[config.mk]
export PLATFORM = sky130hd
export DESIGN_NAME = data_bus_bridge
export DESIGN_NICKNAME = d
export VERILOG_FILES = /design/src/rtl/data_bus_bridge.sv
export SDC_FILE = /design/constraint.sdc
export NUM_CORES = 1
export LEC_CHECK = 0
export CORE_MARGIN = 8
export CORE_UTILIZATION = 40
export CTS_CLUSTER_DIAMETER = 30
export DETAILED_ROUTE_END_ITERATION = 8
export HOLD_SLACK_MARGIN = 0.02
export MAX_ROUTING_LAYER = met4
export PLACE_DENSITY_LB_ADDON = 0.25
export SYNTH_ARGS = -nofsm -noshare
export SYNTH_HDL_FRONTEND = slang
export SYNTH_HIERARCHICAL = 1
export SYNTH_SLANG_ARGS = --single-unit
[constraint.sdc]
create_clock -name clk -period 8.1 [get_ports clk]
set_clock_uncertainty 0.15 [all_clocks]
set_input_delay 2.025 -clock clk [delete_from_list [all_inputs] [get_ports clk]]
set_output_delay 2.025 -clock clk [all_outputs]
set_load 0.02 [all_outputs]
[src/rtl/data_bus_bridge.sv]
// CPU data-port bridge: RAM pass-through plus an MMIO window (buffered 8N1 UART TX, status, cycle counter).
// Reads are combinational and writes land on the next edge; TX bytes written while the FIFO is full are dropped and flag OVF.

module bridge_fifo #(
  parameter int unsigned WIDTH = 8,
  parameter int unsigned DEPTH = 8
) (
  input  logic             clk,
  input  logic             reset,
  input  logic             in_vld,
  input  logic [WIDTH-1:0] in_dat,
  input  logic             out_rdy,
  output logic [WIDTH-1:0] out_dat,
  output logic             empty,
  output logic             full
);
  localparam int unsigned AW = (DEPTH > 1) ? $clog2(DEPTH) : 1;
  localparam int unsigned CW = AW + 1;

  logic [WIDTH-1:0] mem [DEPTH];
  logic [AW-1:0]    wr_ptr_q, wr_ptr_d;
  logic [AW-1:0]    rd_ptr_q, rd_ptr_d;
  logic [CW-1:0]    count_q, count_d;
  logic             in_ok;
  logic             out_ok;

  assign empty   = (count_q == '0);
  assign full    = (count_q == CW'(DEPTH));
  assign out_dat = mem[rd_ptr_q];

  // Fullness is judged on the pre-edge count, so a push into a full FIFO is
  // refused even when a pop happens on the same edge.
  always_comb begin
    in_ok    = in_vld && !full;
    out_ok   = out_rdy && !empty;
    wr_ptr_d = wr_ptr_q + AW'(in_ok);
    rd_ptr_d = rd_ptr_q + AW'(out_ok);
    count_d  = count_q + CW'(in_ok) - CW'(out_ok);
  end

  always_ff @(posedge clk) begin
    if (in_ok) begin
      mem[wr_ptr_q] <= in_dat;
    end
  end

  always_ff @(posedge clk) begin
    if (reset) begin
      wr_ptr_q <= '0;
      rd_ptr_q <= '0;
      count_q  <= '0;
    end else begin
      wr_ptr_q <= wr_ptr_d;
      rd_ptr_q <= rd_ptr_d;
      count_q  <= count_d;
    end
  end
endmodule

module data_bus_bridge #(
  parameter int unsigned CLKS_PER_BIT = 16,
  parameter int unsigned FIFO_DEPTH   = 8,
  parameter logic [31:0] MMIO_BASE    = 32'hFFFF_0000
) (
  input  logic        clk,
  input  logic        reset,
  input  logic [31:0] dAddr,
  input  logic [31:0] dataOut,
  input  logic        DRAMwe,
  output logic [31:0] dataIn,
  output logic [31:0] dram_addr,
  output logic [31:0] dram_wdata,
  output logic        dram_we,
  input  logic [31:0] dram_rdata,
  output logic        uart_tx
);
  localparam int unsigned CNT_W = $clog2(CLKS_PER_BIT);

  localparam logic [1:0] ST_IDLE  = 2'd0;
  localparam logic [1:0] ST_START = 2'd1;
  localparam logic [1:0] ST_DATA  = 2'd2;
  localparam logic [1:0] ST_STOP  = 2'd3;

  localparam logic [1:0] REG_TXDATA = 2'd0;
  localparam logic [1:0] REG_STATUS = 2'd1;
  localparam logic [1:0] REG_CYCLE  = 2'd2;

  logic             mmio_hit;
  logic [1:0]       reg_sel;
  logic             wr_txdata;
  logic             wr_status;
  logic             wr_cycle;

  logic [1:0]       state_q, state_d;
  logic [CNT_W-1:0] bit_cnt_q, bit_cnt_d;
  logic [2:0]       bit_idx_q, bit_idx_d;
  logic [7:0]       shift_q, shift_d;
  logic             ovf_q, ovf_d;
  logic [31:0]      cycle_q, cycle_d;

  logic             bit_last;
  logic             tx_pop;
  logic             busy;
  logic [7:0]       fifo_dat;
  logic             fifo_empty;
  logic             fifo_full;
  logic [31:0]      status_word;
  logic             unused_addr_bits;

  assign mmio_hit   = (dAddr[31:16] == MMIO_BASE[31:16]);
  assign reg_sel    = dAddr[3:2];
  assign wr_txdata  = mmio_hit && DRAMwe && (reg_sel == REG_TXDATA);
  assign wr_status  = mmio_hit && DRAMwe && (reg_sel == REG_STATUS);
  assign wr_cycle   = mmio_hit && DRAMwe && (reg_sel == REG_CYCLE);

  assign dram_addr  = dAddr;
  assign dram_wdata = dataOut;
  assign dram_we    = DRAMwe && !mmio_hit;

  assign unused_addr_bits = ^{dAddr[15:4], dAddr[1:0]};

  bridge_fifo #(
    .WIDTH (8),
    .DEPTH (FIFO_DEPTH)
  ) u_tx_fifo (
    .clk     (clk),
    .reset   (reset),
    .in_vld  (wr_txdata),
    .in_dat  (dataOut[7:0]),
    .out_rdy (tx_pop),
    .out_dat (fifo_dat),
    .empty   (fifo_empty),
    .full    (fifo_full)
  );

  assign busy        = (state_q != ST_IDLE);
  assign status_word = {28'b0, ovf_q, busy, fifo_full, fifo_empty};

  always_comb begin
    dataIn = dram_rdata;
    if (mmio_hit) begin
      case (reg_sel)
        REG_STATUS: dataIn = status_word;
        REG_CYCLE:  dataIn = cycle_q;
        default:    dataIn = 32'h0;
      endcase
    end
  end

  always_comb begin
    ovf_d = ovf_q;
    if (wr_txdata && fifo_full) begin
      ovf_d = 1'b1;
    end
    if (wr_status && dataOut[3]) begin
      ovf_d = 1'b0;
    end
    cycle_d = wr_cycle ? dataOut : cycle_q + 32'd1;
  end

  assign bit_last = (bit_cnt_q == CNT_W'(CLKS_PER_BIT - 1));

  // STOP reloads straight into START when another byte is queued, so
  // consecutive frames leave no idle cycle on the line.
  always_comb begin
    state_d   = state_q;
    bit_cnt_d = bit_cnt_q;
    bit_idx_d = bit_idx_q;
    shift_d   = shift_q;
    tx_pop    = 1'b0;
    case (state_q)
      ST_IDLE: begin
        bit_cnt_d = '0;
        if (!fifo_empty) begin
          tx_pop  = 1'b1;
          shift_d = fifo_dat;
          state_d = ST_START;
        end
      end
      ST_START: begin
        if (bit_last) begin
          bit_cnt_d = '0;
          bit_idx_d = '0;
          state_d   = ST_DATA;
        end else begin
          bit_cnt_d = bit_cnt_q + CNT_W'(1);
        end
      end
      ST_DATA: begin
        if (bit_last) begin
          bit_cnt_d = '0;
          shift_d   = {1'b0, shift_q[7:1]};
          if (bit_idx_q == 3'd7) begin
            state_d = ST_STOP;
          end else begin
            bit_idx_d = bit_idx_q + 3'd1;
          end
        end else begin
          bit_cnt_d = bit_cnt_q + CNT_W'(1);
        end
      end
      ST_STOP: begin
        if (bit_last) begin
          bit_cnt_d = '0;
          if (!fifo_empty) begin
            tx_pop  = 1'b1;
            shift_d = fifo_dat;
            state_d = ST_START;
          end else begin
            state_d = ST_IDLE;
          end
        end else begin
          bit_cnt_d = bit_cnt_q + CNT_W'(1);
        end
      end
      default: state_d = ST_IDLE;
    endcase
  end

  always_comb begin
    case (state_q)
      ST_START: uart_tx = 1'b0;
      ST_DATA:  uart_tx = shift_q[0];
      default:  uart_tx = 1'b1;
    endcase
  end

  always_ff @(posedge clk) begin
    if (reset) begin
      state_q   <= ST_IDLE;
      bit_cnt_q <= '0;
      bit_idx_q <= '0;
      shift_q   <= '0;
      ovf_q     <= 1'b0;
      cycle_q   <= '0;
    end else begin
      state_q   <= state_d;
      bit_cnt_q <= bit_cnt_d;
      bit_idx_q <= bit_idx_d;
      shift_q   <= shift_d;
      ovf_q     <= ovf_d;
      cycle_q   <= cycle_d;
    end
  end
endmodule

==> run_results.csv <==
group,metric,value,unit
yosys,synthCells,652,
detailed_routing,first_iter_violations,234,
yosys,postSynthAreaPerCell,10.4,sq um
yosys,synth_edf_count,64,
yosys,yosysUniqueCellTypes,51,
placed_design,portBuffers,168,
pwr,peakVddDrop,0.171,mV
die,core_region_area,0.0166,sq mm
yosys,async_flop_share,0,%
pwr,power,1.97,mW
detailed_routing,drt_first_pass_iters,4,
setup_path,crit_buf_inv,3,
setup_path,worstPathArrival,4.39,ns
setup_path,startpoint,"dAddr[25]",
setup_path,endpoint,"dataIn[15]",
setup_path,worstSetupPathType,"input pin to output port",
yosys,synth.largest_area_cell,"edfxtp_1",
setup_path,reg2reg_from,"bit_cnt_q[0]",
setup_path,end_kind,"output port",
grt,grt_first_pass_wirelength,27.7,mm
yosys,netlist_area,0.00680,sq mm
placed_design,gp_congestion,0.800,
setup_path,worst_path_largest_cell_delay,0.65,ns
grt,antenna_found_initial,0,
clocking,cts-root-buf,"clkbuf_16",
setup_path,crit_family,"buffers and inverters",
die,dieArea,0.0214,sq mm
sta,rsz0062_at_grt,"false",
clocking,cts.clk_slew.worst_paths,0.05,ns
die,fp-row-count,47,
detailed_routing,vias,5028,
final_layout,num-fill-cells,1466,
grt,grt_pass1_vias,5295,
clocking,cts_setup_buffers,0,
clocking,cts_tree,"built",
sta,timing.slew.headroom,21.8,%
clocking,cts_max_level,4,
final_layout,stdcell_count,978,
clocking,clk_latency,0.41,ns
setup_path,r2r_cells,10,
setup_path,cp_cell_sequence,"clkdlybuf4s50_1 -> nand4_1 -> nor3_1 -> nand2_1 -> buf_4 -> o21ai_0 -> clkdlybuf4s50_1",
die,fp.dieH,146,um
detailed_routing,ant_nets,0,
clocking,clkSinkCount,124,
setup_path,regToRegSetupSlack,5.39,ns
final_layout,antenna_cells,0,
detailed_routing,drc,0,
setup_path,timing.rr.end,"u_tx_fifo/count_q[1]",
sta,fmax,152,MHz
grt,overflow,0,
yosys,synth_area_leaders,"edfxtp_1 (28%), dfxtp_1 (18%), buf_4 (7.1%)",
detailed_routing,wirelength,17.6,mm
setup_path,slowest_stage,"clkdlybuf4s50_1",
sta,setup_viol,0,
sta,tightest_slew,1.17,ns
yosys,synthFlopType,"edfxtp_1",
detailed_routing,avgViaCountPerCell,5.14,
hold_path,hold_path_class,"flip-flop to flip-flop",
clocking,ctsLongestPathBuffers,2,
sta,hold_viol,0,
pwr,leakage,3.08,nW
grt,grt_max_degree,66,
yosys,synth_seq_area_share,46.0,%
final_layout,utilization,52.9,%
setup_path,crit_top_cell,"clkdlybuf4s50_1",
setup_path,cp_data_required_time,5.93,ns
die,die_w,146,um
yosys,ys_ff_latch,124,
final_layout,nets,867,
outcome,status,"finished clean",
flow_run,cap_violations,0,
setup_path,path_depth,7,
sta,period_share,81.1,%
clocking,numCtsBuffers,17,
setup_path,cp_max_fo,65,
final_layout,syn_to_final_growth,29.0,%
die,initial_core_util,41.0,%
yosys,ys_warn_count,6,
sta,fin_tns_setup,0,ns
yosys,synth_nets,774,
clocking,ctsResizeCount,0,
die,io_pins,197,
setup_path,crit_path_start_kind,"input pin",
grt,grt.total_usage,16.8,%
yosys,yosysTopAreaCellShare,28.3,%
detailed_routing,wire_per_inst,18.0,um
placed_design,hpwlAfterDp,12.8,mm
final_layout,drive_above_1_share,8.18,%
placed_design,dp_cells,946,
sta,slew_viol_final,0,
sta,period_minus_slack,6.57,ns
clocking,cts_hold_buf,0,
pwr,cellPowerDensity,224,mW/mm^2
-- cells in the mapped netlist, types with 2 or more instances --
master / instances
nand4_1: 17
nand3b_1: 2
mux4_1: 15
and3_1: 7
buf_4: 64
nand2b_1: 4
nor2b_1: 9
and4_1: 4
xnor2_1: 18
nand3_1: 13
and2_1: 4
dfxtp_1: 60
nor2_1: 60
nor4_2: 4
xor2_1: 17
buf_2: 4
mux2_2: 8
a21oi_1: 9
nor3_1: 10
mux2i_1: 8
ha_1: 22
clkbuf_1: 23
nand3_2: 3
edfxtp_1: 64
nand2_1: 84
a211oi_1: 36
a211oi_2: 3
buf_6: 5
o21ai_0: 36
inv_1: 17
nor3b_1: 2
-- metrics by stage --
stage / cell area, sq um / hold WS (ns) / setup slack [ns]
after floorplan: 6800 / 0.268 / 2.54
after global placement: 8110 / 0.276 / 1.57
after detailed placement: 8110 / 0.297 / 1.46
after CTS: 8760 / 0.307 / 1.47
after global routing: 8760 / 0.332 / 1.29
final: 8760 / 0.301 / 1.53
-- flip-flops by register name (all words and copies together), names as in the netlist --
name,count
bit_idx_q,3
shift_q,8
bit_cnt_q,4
u_tx_fifo/rd_ptr_q,3
u_tx_fifo/mem,64
state_q,2
u_tx_fifo/wr_ptr_q,3
u_tx_fifo/count_q,4
cycle_q,32
ovf_q,1
-- cell type report --
| type | instances | area [sq um] | share of cell area (%) |
|---|---|---|---|
| clock buffers | 19 | 433 | 4.94 |
| clock inverters | 13 | 221 | 2.53 |
| inverters | 17 | 63.8 | 0.728 |
| multi-input cells | 412 | 2930 | 33.5 |
| flip-flops and latches | 124 | 3120 | 35.6 |
| well taps | 220 | 275 | 3.14 |
| repair buffers | 173 | 1710 | 19.6 |
-- per-layer routing --
layer  part of all wire [%]  vias up  GRT usage, %
met2                     51      129          28.6
met3                    3.5       14          3.86
li1                       -     2467             -
met1                     45     2418          19.3
met5                      0        -             -
met4                   0.65        0          5.36
-- cells in the final DEF, fill, tap and decap left out, drive strengths merged, types with 17 or more instances in the layout --
cell             n
a211oi          39
nor2            60
edfxtp          64
nand3           17
dfxtp           60
clkdlybuf4s50  167
nand4           17
inv             17
clkbuf          19
nand2           84
xnor2           18
xor2            17
ha              22
o21ai           36
-- power breakdown --
group / total [mW] / switching (mW) / internal, mW
Sequential: 0.718 / 0.0265 / 0.691
Combinational: 0.401 / 0.206 / 0.195
Clock: 0.848 / 0.275 / 0.574
-- kinds of logic (layout without fill, tap and decap cells) --
logic type                 count (synthesis)  after routing  share of synthesized area (%)
AOI/OAI and AO/OA                         93             93                           8.99
and+or+nand+nor                          229            229                           16.6
buffers and inverters                    116            222                           10.9
xor gates and xnor gates                  35             35                           4.51
muxes                                     32             32                           8.64
DFF                                      124            124                           46.0
adders and majority gates                 23             23                           4.35
-- worst min path at each step --
stage	startpoint	to	slack, ns	cells after the start
2_1_floorplan	bit_cnt_q[0]	bit_cnt_q[0]	0.27	1
3_3_place_gp	bit_cnt_q[0]	bit_cnt_q[0]	0.28	1
3_5_place_dp	bit_cnt_q[0]	bit_cnt_q[0]	0.30	1
4_1_cts	bit_cnt_q[0]	bit_cnt_q[0]	0.31	1
5_1_grt	bit_cnt_q[0]	bit_cnt_q[0]	0.33	1
6_report	bit_cnt_q[0]	bit_cnt_q[0]	0.30	1
Note: power is estimated with default switching activity, not from simulation.
==> edit: new RTL, config.mk and constraints unchanged <==
One comparison of `count_q` changes from == to >=.
--- a/src/rtl/data_bus_bridge.sv
+++ b/src/rtl/data_bus_bridge.sv
@@ -26,5 +26,5 @@
 
   assign empty   = (count_q == '0);
-  assign full    = (count_q == CW'(DEPTH));
+  assign full    = (count_q >= CW'(DEPTH));
   assign out_dat = mem[rd_ptr_q];
 
Function: same outputs for any inputs over 10 cycles, from zero or initial values and one cycle with reset high; that may be too few to reach the edited logic, so the function may still have changed.
==> edit against the original RTL <==
Hold slack better by 0.0017 ns. Worst setup slack worse by 0.63 ns. Sequential power is 1% higher. Sequential cell count did not move. Die area increased by 0.18%. Utilization about the same. Via count increased by 0.36%. Area after synthesis grew 0.20%. Routed wire length is 1.1% lower. Design area rose by 0.34%. Power rose by 1.5%. Critical path type unchanged. Critical endpoint is now dataIn[5]. Largest cell class unchanged.
==> edit: results (changes against the original RTL) <==
- The global-route track usage on met3 is 4.91% (+1.1 points).
- The via count of the first global-routing pass is 5375 (+1.5%).
- The routing usage on met1 is 19.0% (-0.30 points).
- The sequential share of the synthesized area was 45.9% (-0.093 points).
- The leakage power of the design came to 0.00309 uW (+0.38%).
- The wire length per cell is 17.8 um (-1.2%).
- The end of the worst register-to-register path is u_tx_fifo/count_q[2].
- Ranked by total cell area, the synthesized netlist is headed by edfxtp_1 28%, dfxtp_1 18%, buf_4 7.1%, mux4_1 5.8%, nand2_1 4.6%.
- The count of filler cells inserted in the layout is 1455 (-0.75%).
- The worst hold margin was 0.303 ns (+0.00167 ns).
- The number of nets in the finished design is 870 (+0.35%).
- The maximum cell stage delay along the critical path is 0.69 ns (+0.04 ns).
- The slack of the worst reg-to-reg path is 5.10 ns (-0.29 ns).
- The critical path endpoint is dataIn[5].
- The reported net switching power is 504 uW (-0.72%).
- The flow ran to the end, and the final reports show no timing, DRC or antenna violations.
- The half-perimeter wire length of the detailed placement result is 13.1 mm (+2.5%).
- The DRC violation total after the first TritonRoute iteration is 258 (+10%).
- Ranked by instance count, the synthesized netlist is headed by 84 x nand2_1, 64 x buf_4, 64 x edfxtp_1.
- The worst reg-to-reg path cell count is 12 (+2).
- The origin of the critical flop-to-flop path is u_tx_fifo/count_q[2].
- The power density over the cells is 227 nW/um^2 (+1.1%).
- The worst-case setup slack after placement is 0.882 ns (-0.582 ns).
- The per-instance average area after synthesis is 10.4 sq um (-0.26%).
- The total cell area at the placement stage is 8120 sq um (+0.14%).
- The total track usage is 16.8% (-0.025 points).
- The via count was 5046 (+0.36%).
-- edit: cell type report --
| class | count | area (sq um) | share of cell area [%] |
|---|---|---|---|
| clock inverter | 12 | 244 | 2.77 |
| inverter | 18 | 67.6 | 0.768 |
| clock buffer | 18 | 429 | 4.88 |
| sequential | 124 | 3120 | 35.5 |
| timing repair buffer | 173 | 1710 | 19.5 |
| tap | 220 | 275 | 3.13 |
| multi-input combinational | 414 | 2940 | 33.4 |
-- edit: routing by layer --
| metal | wire length [um] | vias up | share of wire (%) |
|---|---|---|---|
| met2 | 9070 | 148 | 52 |
| met3 | 778 | 18 | 4.5 |
| li1 | - | 2473 | - |
| met5 | 0 | - | 0 |
| met1 | 7400 | 2407 | 43 |
| met4 | 138 | 0 | 0.79 |
-- edit: logic make-up after synthesis --
logic type	Yosys count	synth area share, %
fa+ha+maj	23	4.34
buf+inv	117	11.0
simple gates	231	16.7
compound gates	93	8.97
flops	124	45.9
xor+xnor	35	4.50
mux	32	8.62
